## config.mk

```make
export PLATFORM = sky130hd
export DESIGN_NAME = multicycle_control_unit
export DESIGN_NICKNAME = d
export VERILOG_FILES = /design/src/rtl/mcu_pkg.sv /design/src/rtl/mcu_decode.sv /design/src/rtl/multicycle_control_unit.sv
export SDC_FILE = /design/constraint.sdc
export NUM_CORES = 1
export LEC_CHECK = 0
export ABC_AREA = 0
export BUFFER_PORTS_ARGS = -buffer_cell sky130_fd_sc_hd__buf_4
export CAP_MARGIN = 10
export CORE_MARGIN = 1
export CORE_UTILIZATION = 30
export CTS_BUF_LIST = sky130_fd_sc_hd__clkbuf_16
export DETAILED_ROUTE_END_ITERATION = 16
export PLACE_DENSITY = 0.53
export SYNTH_ARGS = -nofsm -noshare
export SYNTH_HDL_FRONTEND = slang
export SYNTH_SLANG_ARGS = --single-unit
export TNS_END_PERCENT = 100
```

## constraint.sdc

```tcl
create_clock -name clk -period 2.3 [get_ports clk]
set_input_delay 0.46 -clock clk [delete_from_list [all_inputs] [get_ports clk]]
set_output_delay 0.46 -clock clk [all_outputs]
set_load 0.02 [all_outputs]
```

## src/rtl/mcu_pkg.sv

```systemverilog
`default_nettype none
// ============================================================================
// Module   : mcu_pkg
// Purpose  : Opcodes, state codes and ALU op codes for the multi-cycle sequencer
// Revision : 1.0
// ============================================================================
package mcu_pkg;

  localparam logic [5:0] OP_ADD  = 6'b000000;
  localparam logic [5:0] OP_ADDI = 6'b000001;
  localparam logic [5:0] OP_SUB  = 6'b000010;
  localparam logic [5:0] OP_ORI  = 6'b010000;
  localparam logic [5:0] OP_AND  = 6'b010001;
  localparam logic [5:0] OP_OR   = 6'b010010;
  localparam logic [5:0] OP_MOVE = 6'b100000;
  localparam logic [5:0] OP_SW   = 6'b100110;
  localparam logic [5:0] OP_LW   = 6'b100111;
  localparam logic [5:0] OP_BEQ  = 6'b110000;
  localparam logic [5:0] OP_HALT = 6'b111111;

  localparam logic [2:0] ALU_ADD = 3'b000;
  localparam logic [2:0] ALU_SUB = 3'b001;
  localparam logic [2:0] ALU_OR  = 3'b011;
  localparam logic [2:0] ALU_AND = 3'b100;

  typedef enum logic [3:0] {
    S_IF     = 4'd0,
    S_ID     = 4'd1,
    S_EXE_AL = 4'd2,
    S_EXE_LS = 4'd3,
    S_EXE_BR = 4'd4,
    S_MEM    = 4'd5,
    S_WB_AL  = 4'd6,
    S_WB_LD  = 4'd7,
    S_HALT   = 4'd8
  } state_t;

  typedef enum logic [2:0] {
    CL_AL   = 3'd0,
    CL_LS   = 3'd1,
    CL_BR   = 3'd2,
    CL_HALT = 3'd3,
    CL_BAD  = 3'd4
  } op_class_t;

  function automatic op_class_t op_class(input logic [5:0] op);
    case (op)
      OP_ADD, OP_ADDI, OP_SUB, OP_ORI,
      OP_AND, OP_OR, OP_MOVE:        return CL_AL;
      OP_SW, OP_LW:                  return CL_LS;
      OP_BEQ:                        return CL_BR;
      OP_HALT:                       return CL_HALT;
      default:                       return CL_BAD;
    endcase
  endfunction

endpackage
`default_nettype wire

```

## src/rtl/mcu_decode.sv

```systemverilog
`default_nettype none
// ============================================================================
// Module   : mcu_decode
// Purpose  : Per-opcode datapath mux / ALU selection; zero for non-ALU opcodes
// Revision : 1.0
// ============================================================================
module mcu_decode
  import mcu_pkg::*;
(
  input  logic [5:0] op,
  output logic       extsel,
  output logic       regout,
  output logic       alusrcb,
  output logic [2:0] aluop
);

  always_comb begin
    extsel  = 1'b0;
    regout  = 1'b0;
    alusrcb = 1'b0;
    aluop   = ALU_ADD;
    case (op)
      OP_ADD, OP_MOVE: begin extsel = 1'b1; regout = 1'b1; end
      OP_SUB:          begin extsel = 1'b1; regout = 1'b1; aluop = ALU_SUB; end
      OP_ADDI:         begin extsel = 1'b1; alusrcb = 1'b1; end
      OP_ORI:          begin alusrcb = 1'b1; aluop = ALU_OR; end
      OP_AND:          begin regout = 1'b1; aluop = ALU_AND; end
      OP_OR:           begin regout = 1'b1; aluop = ALU_OR; end
      OP_SW, OP_LW:    begin extsel = 1'b1; alusrcb = 1'b1; end
      OP_BEQ:          begin extsel = 1'b1; aluop = ALU_SUB; end
      default:         ;
    endcase
  end

endmodule
`default_nettype wire

```

## src/rtl/multicycle_control_unit.sv

```systemverilog
`default_nettype none
// ============================================================================
// Module   : multicycle_control_unit
// Purpose  : IF/ID/EXE/MEM/WB sequencer with retire counter and illegal flag
// Revision : 1.0
// ============================================================================
module multicycle_control_unit
  import mcu_pkg::*;
(
  input  logic        clk,
  input  logic        rst_n,
  input  logic [5:0]  opcode,
  input  logic        zero,
  output logic        PCWre,
  output logic        InsMemRW,
  output logic        IRWre,
  output logic        Extsel,
  output logic        RegOut,
  output logic        RegWre,
  output logic [2:0]  ALUOp,
  output logic        ALUSrcB,
  output logic        ALUM2Reg,
  output logic        PCSrc,
  output logic        DataMemRW,
  output logic [3:0]  state,
  output logic        halted,
  output logic        illegal,
  output logic [15:0] instr_count
);

  state_t      r_state;
  logic [5:0]  r_op;
  logic        r_illegal;
  logic [15:0] r_count;

  logic [5:0]  w_dec_op;
  logic        w_extsel;
  logic        w_regout;
  logic        w_alusrcb;
  logic [2:0]  w_aluop;
  logic        w_in_instr;

  // The IR is valid during ID but r_op only captures it on leaving ID.
  assign w_dec_op   = (r_state == S_ID) ? opcode : r_op;
  assign w_in_instr = (r_state != S_IF) && (r_state != S_HALT);

  mcu_decode u_decode (
    .op      (w_dec_op),
    .extsel  (w_extsel),
    .regout  (w_regout),
    .alusrcb (w_alusrcb),
    .aluop   (w_aluop)
  );

  always_ff @(posedge clk or negedge rst_n) begin
    if (!rst_n) begin
      r_state   <= S_IF;
      r_op      <= 6'd0;
      r_illegal <= 1'b0;
      r_count   <= 16'd0;
    end else begin
      if (PCWre) r_count <= r_count + 16'd1;
      case (r_state)
        S_IF: r_state <= S_ID;
        S_ID: begin
          r_op <= opcode;
          case (op_class(opcode))
            CL_AL:   r_state <= S_EXE_AL;
            CL_LS:   r_state <= S_EXE_LS;
            CL_BR:   r_state <= S_EXE_BR;
            CL_HALT: r_state <= S_HALT;
            default: begin
              r_state   <= S_IF;
              r_illegal <= 1'b1;
            end
          endcase
        end
        S_EXE_AL: r_state <= S_WB_AL;
        S_EXE_LS: r_state <= S_MEM;
        S_MEM:    r_state <= (r_op == OP_LW) ? S_WB_LD : S_IF;
        S_EXE_BR: r_state <= S_IF;
        S_WB_AL:  r_state <= S_IF;
        S_WB_LD:  r_state <= S_IF;
        S_HALT:   r_state <= S_HALT;
        default:  r_state <= S_IF;
      endcase
    end
  end

  always_comb begin
    PCWre     = 1'b0;
    InsMemRW  = 1'b0;
    IRWre     = (r_state == S_IF);
    Extsel    = 1'b0;
    RegOut    = 1'b0;
    RegWre    = 1'b0;
    ALUOp     = ALU_ADD;
    ALUSrcB   = 1'b0;
    ALUM2Reg  = 1'b0;
    PCSrc     = 1'b0;
    DataMemRW = 1'b0;
    if (w_in_instr) begin
      Extsel  = w_extsel;
      RegOut  = w_regout;
      ALUSrcB = w_alusrcb;
      ALUOp   = w_aluop;
    end
    case (r_state)
      S_EXE_BR: begin PCWre = 1'b1; PCSrc = zero; end
      S_MEM: begin
        if (r_op == OP_SW) begin
          DataMemRW = 1'b1;
          PCWre     = 1'b1;
        end
      end
      S_WB_AL: begin RegWre = 1'b1; PCWre = 1'b1; end
      S_WB_LD: begin RegWre = 1'b1; ALUM2Reg = 1'b1; PCWre = 1'b1; end
      default: ;
    endcase
  end

  assign state       = r_state;
  assign halted      = (r_state == S_HALT);
  assign illegal     = r_illegal;
  assign instr_count = r_count;

endmodule
`default_nettype wire

```

==> results.rst <==
.. list-table::
   :header-rows: 1

   * - Metric
     - Value
   * - Area post-placement
     - roughly 2300 um2
   * - Placeable Area
     - approximately 5600 um2
   * - Number of top-level pins
     - between 40 and 50
   * - Total via count after detailed routing
     - 1,697
   * - Router iterations before antenna repair
     - 4
   * - Synthesized-area fraction occupied by xor and xnor cells
     - just under 8%
   * - Total routing resource utilization after global routing
     - between 10% and 20%
   * - Vias per cell
     - roughly 5.3
   * - Die outline width
     - roughly 79 um
   * - Worst ir drop on vdd
     - ~0.5 mV
   * - Fraction of the cycle the final worst path needs
     - 111%
   * - Proportion of register bits with asynchronous set or reset after synthesis
     - between 90% and 100%
   * - Path type of the worst setup path
     - reg2out
   * - Fraction of layout instances using a drive strength above 1
     - between 40% and 50%
   * - RD Place Congestion
     - between 0.8 and 0.9
   * - Crit path launch type
     - flip-flop
   * - Crit path buffers/inverters
     - 2
   * - DIE HEIGHT
     - between 70 and 80 um
   * - Maximum clock skew at final layout
     - approximately 2.4 ps
   * - Clock latency at the later pin of the worst-skew pair
     - ~260 ps
   * - Complex-gate fraction of the synthesized area
     - between 10% and 20%
   * - Initial antenna violation count
     - 0
   * - Starting DRT DRC Count
     - 77
   * - Clock buffers created by TritonCTS
     - 3
   * - Power Dens Cells
     - approximately 1100 nW/um2
   * - DRC Markers
     - 0
   * - Reg clk slew, reported paths
     - 70 ps
   * - Yosys warnings
     - 0
   * - Die footprint
     - 6250 um2
   * - Top cell type by total area after synthesis
     - sky130_fd_sc_hd__dfrtp_1
   * - Finish-stage setup viols
     - 5
   * - Most frequent cell after synthesis
     - sky130_fd_sc_hd__dfrtp_1
   * - Sequential fraction of the synthesis area
     - 37.9%
   * - Maximum Capacitance Violations
     - 0
   * - Mean routed wirelength per cell
     - 15.1 um
   * - Required arrival time at the worst endpoint
     - around 1800 ps
   * - Peak clock frequency supported by timing
     - 392 MHz
   * - Buffer cell driving the clock tree root
     - sky130_fd_sc_hd__clkbuf_16
   * - Portion of netlist area occupied by mux cells
     - just over 6%
   * - Area share of fa/ha/maj cells after synthesis
     - less than 1%
   * - Violations in the final reports
     - negative setup slack
   * - Largest cells by area after synthesis
     - sky130_fd_sc_hd__dfrtp_1 (38%), sky130_fd_sc_hd__xor2_1 (7.4%), sky130_fd_sc_hd__nand2_1 (3.6%)
   * - Critical path fanouts, max
     - 6
   * - Post-synth cell types
     - a little under 50
   * - Maximum number of pins on one net before global-route repair
     - 28
   * - Portion of synthesized cell area occupied by the leading cell type
     - about 38%
   * - Routed WL
     - slightly below 5 mm
   * - Clock sinks
     - 27
   * - Fillers
     - between 500 and 600
   * - Nets in the synthesized netlist
     - 199
   * - Post-synthesis instance area
     - about 1800 um2
   * - Number of global-route vias before repair
     - between 1,000 and 1,500
   * - Standby leakage power
     - 1.20 nW
   * - Antenna Violating Nets Remaining
     - 0
   * - Top delay family on crit path
     - simple AND/OR/NAND/NOR gates
   * - I/O Buffers
     - 42
   * - Kind of end point of the critical path
     - output pin
   * - Detail Placement HPWL
     - around 3.4 mm
   * - Non-Filler Cell Area, Final
     - roughly 2500 um2
   * - Final hold viol count
     - 0
   * - Ys flop type
     - sky130_fd_sc_hd__dfrtp_1
   * - Combinational family with the most area after synthesis
     - simple AND/OR/NAND/NOR gates
   * - Number of cell rows
     - 27
   * - Worst EP arrival
     - between 2000 and 2500 ps
   * - Maximum level of the CTS H-tree
     - 1
   * - Maximum buffer depth of the clock tree
     - 2
   * - Post-route worst hold slack
     - about 110 ps
   * - Most common library cells after synthesis
     - sky130_fd_sc_hd__dfrtp_1 (27), sky130_fd_sc_hd__nand2_1 (17), sky130_fd_sc_hd__xor2_1 (15), sky130_fd_sc_hd__nor2_1 (12)
   * - Number of antenna cells inserted
     - 0
   * - Non-filler cells in the finished layout
     - ~320
   * - Final #Nets
     - 260
   * - Run status
     - complete, but fails checks
   * - Path class of the lowest-slack min-delay path
     - in2async
   * - Final worst-path setup slack
     - -251 ps
   * - Number of buffers inserted by hold repair at cts
     - 0
   * - Number of instances in the placed design
     - 309
   * - Post-Synth Simple-Gate Area
     - about a third
   * - Fin crit period
     - approximately 2600 ps
   * - Slowest stage delay, CP
     - between 600 and 700 ps
   * - Number of standard cells after synthesis
     - ~190
   * - Seq cells post-synth
     - 27
   * - First-pass GRT wire length
     - slightly below 8 mm
   * - TritonCTS clock tree
     - built
   * - Initial core utilization
     - a little under a third
   * - Setup Total Neg Slack
     - -988 ps
   * - Number of enable-type register cells in the synthesized netlist
     - 0
   * - Worst-path cell chain
     - or4b_4, buf_4, mux2i_1, o22ai_2, a31o_1, buf_6
   * - Area growth, synth to finish
     - 42.4%
   * - Total global routing overflow
     - 0
   * - Syn avg cell area
     - between 9 and 10 um2
   * - Setup repair after global routing missed its margin
     - true
   * - Slowest cell on crit path
     - sky130_fd_sc_hd__or4b_4
   * - Final Max Tran Viols
     - 0
kinds of logic after synthesis:
group / after synthesis
and+or+nand+nor: 91
adders and majority gates: 1
other: 1
DFF: 27
AOI/OAI and AO/OA: 28
xor gates and xnor gates: 16
buffers and inverters: 15
muxes: 10
cell usage in the layout, fill, tap and decap left out, types with 4 or more instances in the layout:
cell type	Yosys	routed
sky130_fd_sc_hd__nand3_1	7	6
sky130_fd_sc_hd__buf_4	1	60
sky130_fd_sc_hd__buf_6	1	8
sky130_fd_sc_hd__nor2_1	12	10
sky130_fd_sc_hd__or3_1	6	6
sky130_fd_sc_hd__nor4b_1	5	4
sky130_fd_sc_hd__dfrtp_1	27	23
sky130_fd_sc_hd__xor2_1	15	15
sky130_fd_sc_hd__nor4b_2	4	4
sky130_fd_sc_hd__nand2_1	17	17
sky130_fd_sc_hd__and2_1	5	4
sky130_fd_sc_hd__dfrtp_2	0	4
sky130_fd_sc_hd__nor3_1	9	8
registers in the layout (all words and copies together), names as in the netlist:
| signal | cells |
|---|---|
| instr_count | 16 |
| r_op | 6 |
| illegal | 1 |
| state | 4 |
worst reg2reg max path: cells and delay by family, from the launching register on:
| kind | cells | cell delay, ps |
|---|---|---|
| AND/OR/NAND/NOR | 2 | 610 |
| flip-flops | 1 | 420 |
| buffers and inverters | 2 | 380 |
| AO/OA/AOI/OAI | 1 | 330 |
| XOR/XNOR | 1 | 170 |
per-layer routing:
layer / track usage (%) / share of wire, %
met4: 1.64 / 0.66
met1: 24.4 / 47
met3: 2.18 / 4.8
met5: 0 / 0
met2: 23.9 / 48
path summary, 6_finish.rpt:
| kind | from | endpoint | slack [ps] | cells after the start |
|---|---|---|---|---|
| min | rst_n | instr_count[11]$_DFFE_PN0P_ | 110 | 1 |
| max in group asynchronous | rst_n | state[3]$_DFF_PN0_ | 1910 | 1 |
| max reg2reg | r_op[3]$_DFF_PN0_ | instr_count[13]$_DFFE_PN0P_ | 320 | 6 |
| max | state[3]$_DFF_PN0_ | Extsel | -250 | 6 |
| min in group clk | instr_count[15]$_DFFE_PN0P_ | instr_count[15]$_DFFE_PN0P_ | 470 | 1 |
| min reg2reg | instr_count[15]$_DFFE_PN0P_ | instr_count[15]$_DFFE_PN0P_ | 470 | 1 |
per-stage QoR:
stage | worst slack, ps | utilization (%) | power, mW
floorplan | 0.818 | - | 1.68
global placement | -30.3 | 40.7 | 2.21
detailed placement | -29.6 | 40.7 | 2.21
CTS | -236 | 44.2 | 2.82
global route | -326 | 45.2 | 3.10
finish | -251 | 45.2 | 2.91
report_power, final:
part,switching [mW],internal [mW]
sequential,0.136,0.589
clock,0.158,0.233
combinational,0.929,0.869
final cells by class:
| class | count | area, um2 | share of cell area, % |
|---|---|---|---|
| flip-flops and latches | 27 | 681 | 26.9 |
| inverters | 1 | 3.75 | 0.148 |
| well taps | 72 | 90.1 | 3.55 |
| clock inverters | 1 | 3.75 | 0.148 |
| clock buffers | 3 | 75.1 | 2.96 |
| multi-input cells | 147 | 1120 | 44.2 |
| repair buffers | 70 | 561 | 22.1 |
repair_timing:
action / CTS / global route
gates cloned: 1 / 0
endpoints found under the setup margin: 5 / 8
gates resized for setup: 16 / 15
pin swaps: 3 / 8
buffers inserted: 6 / 1
No activity file was read; power rests on OpenSTA's default activity.
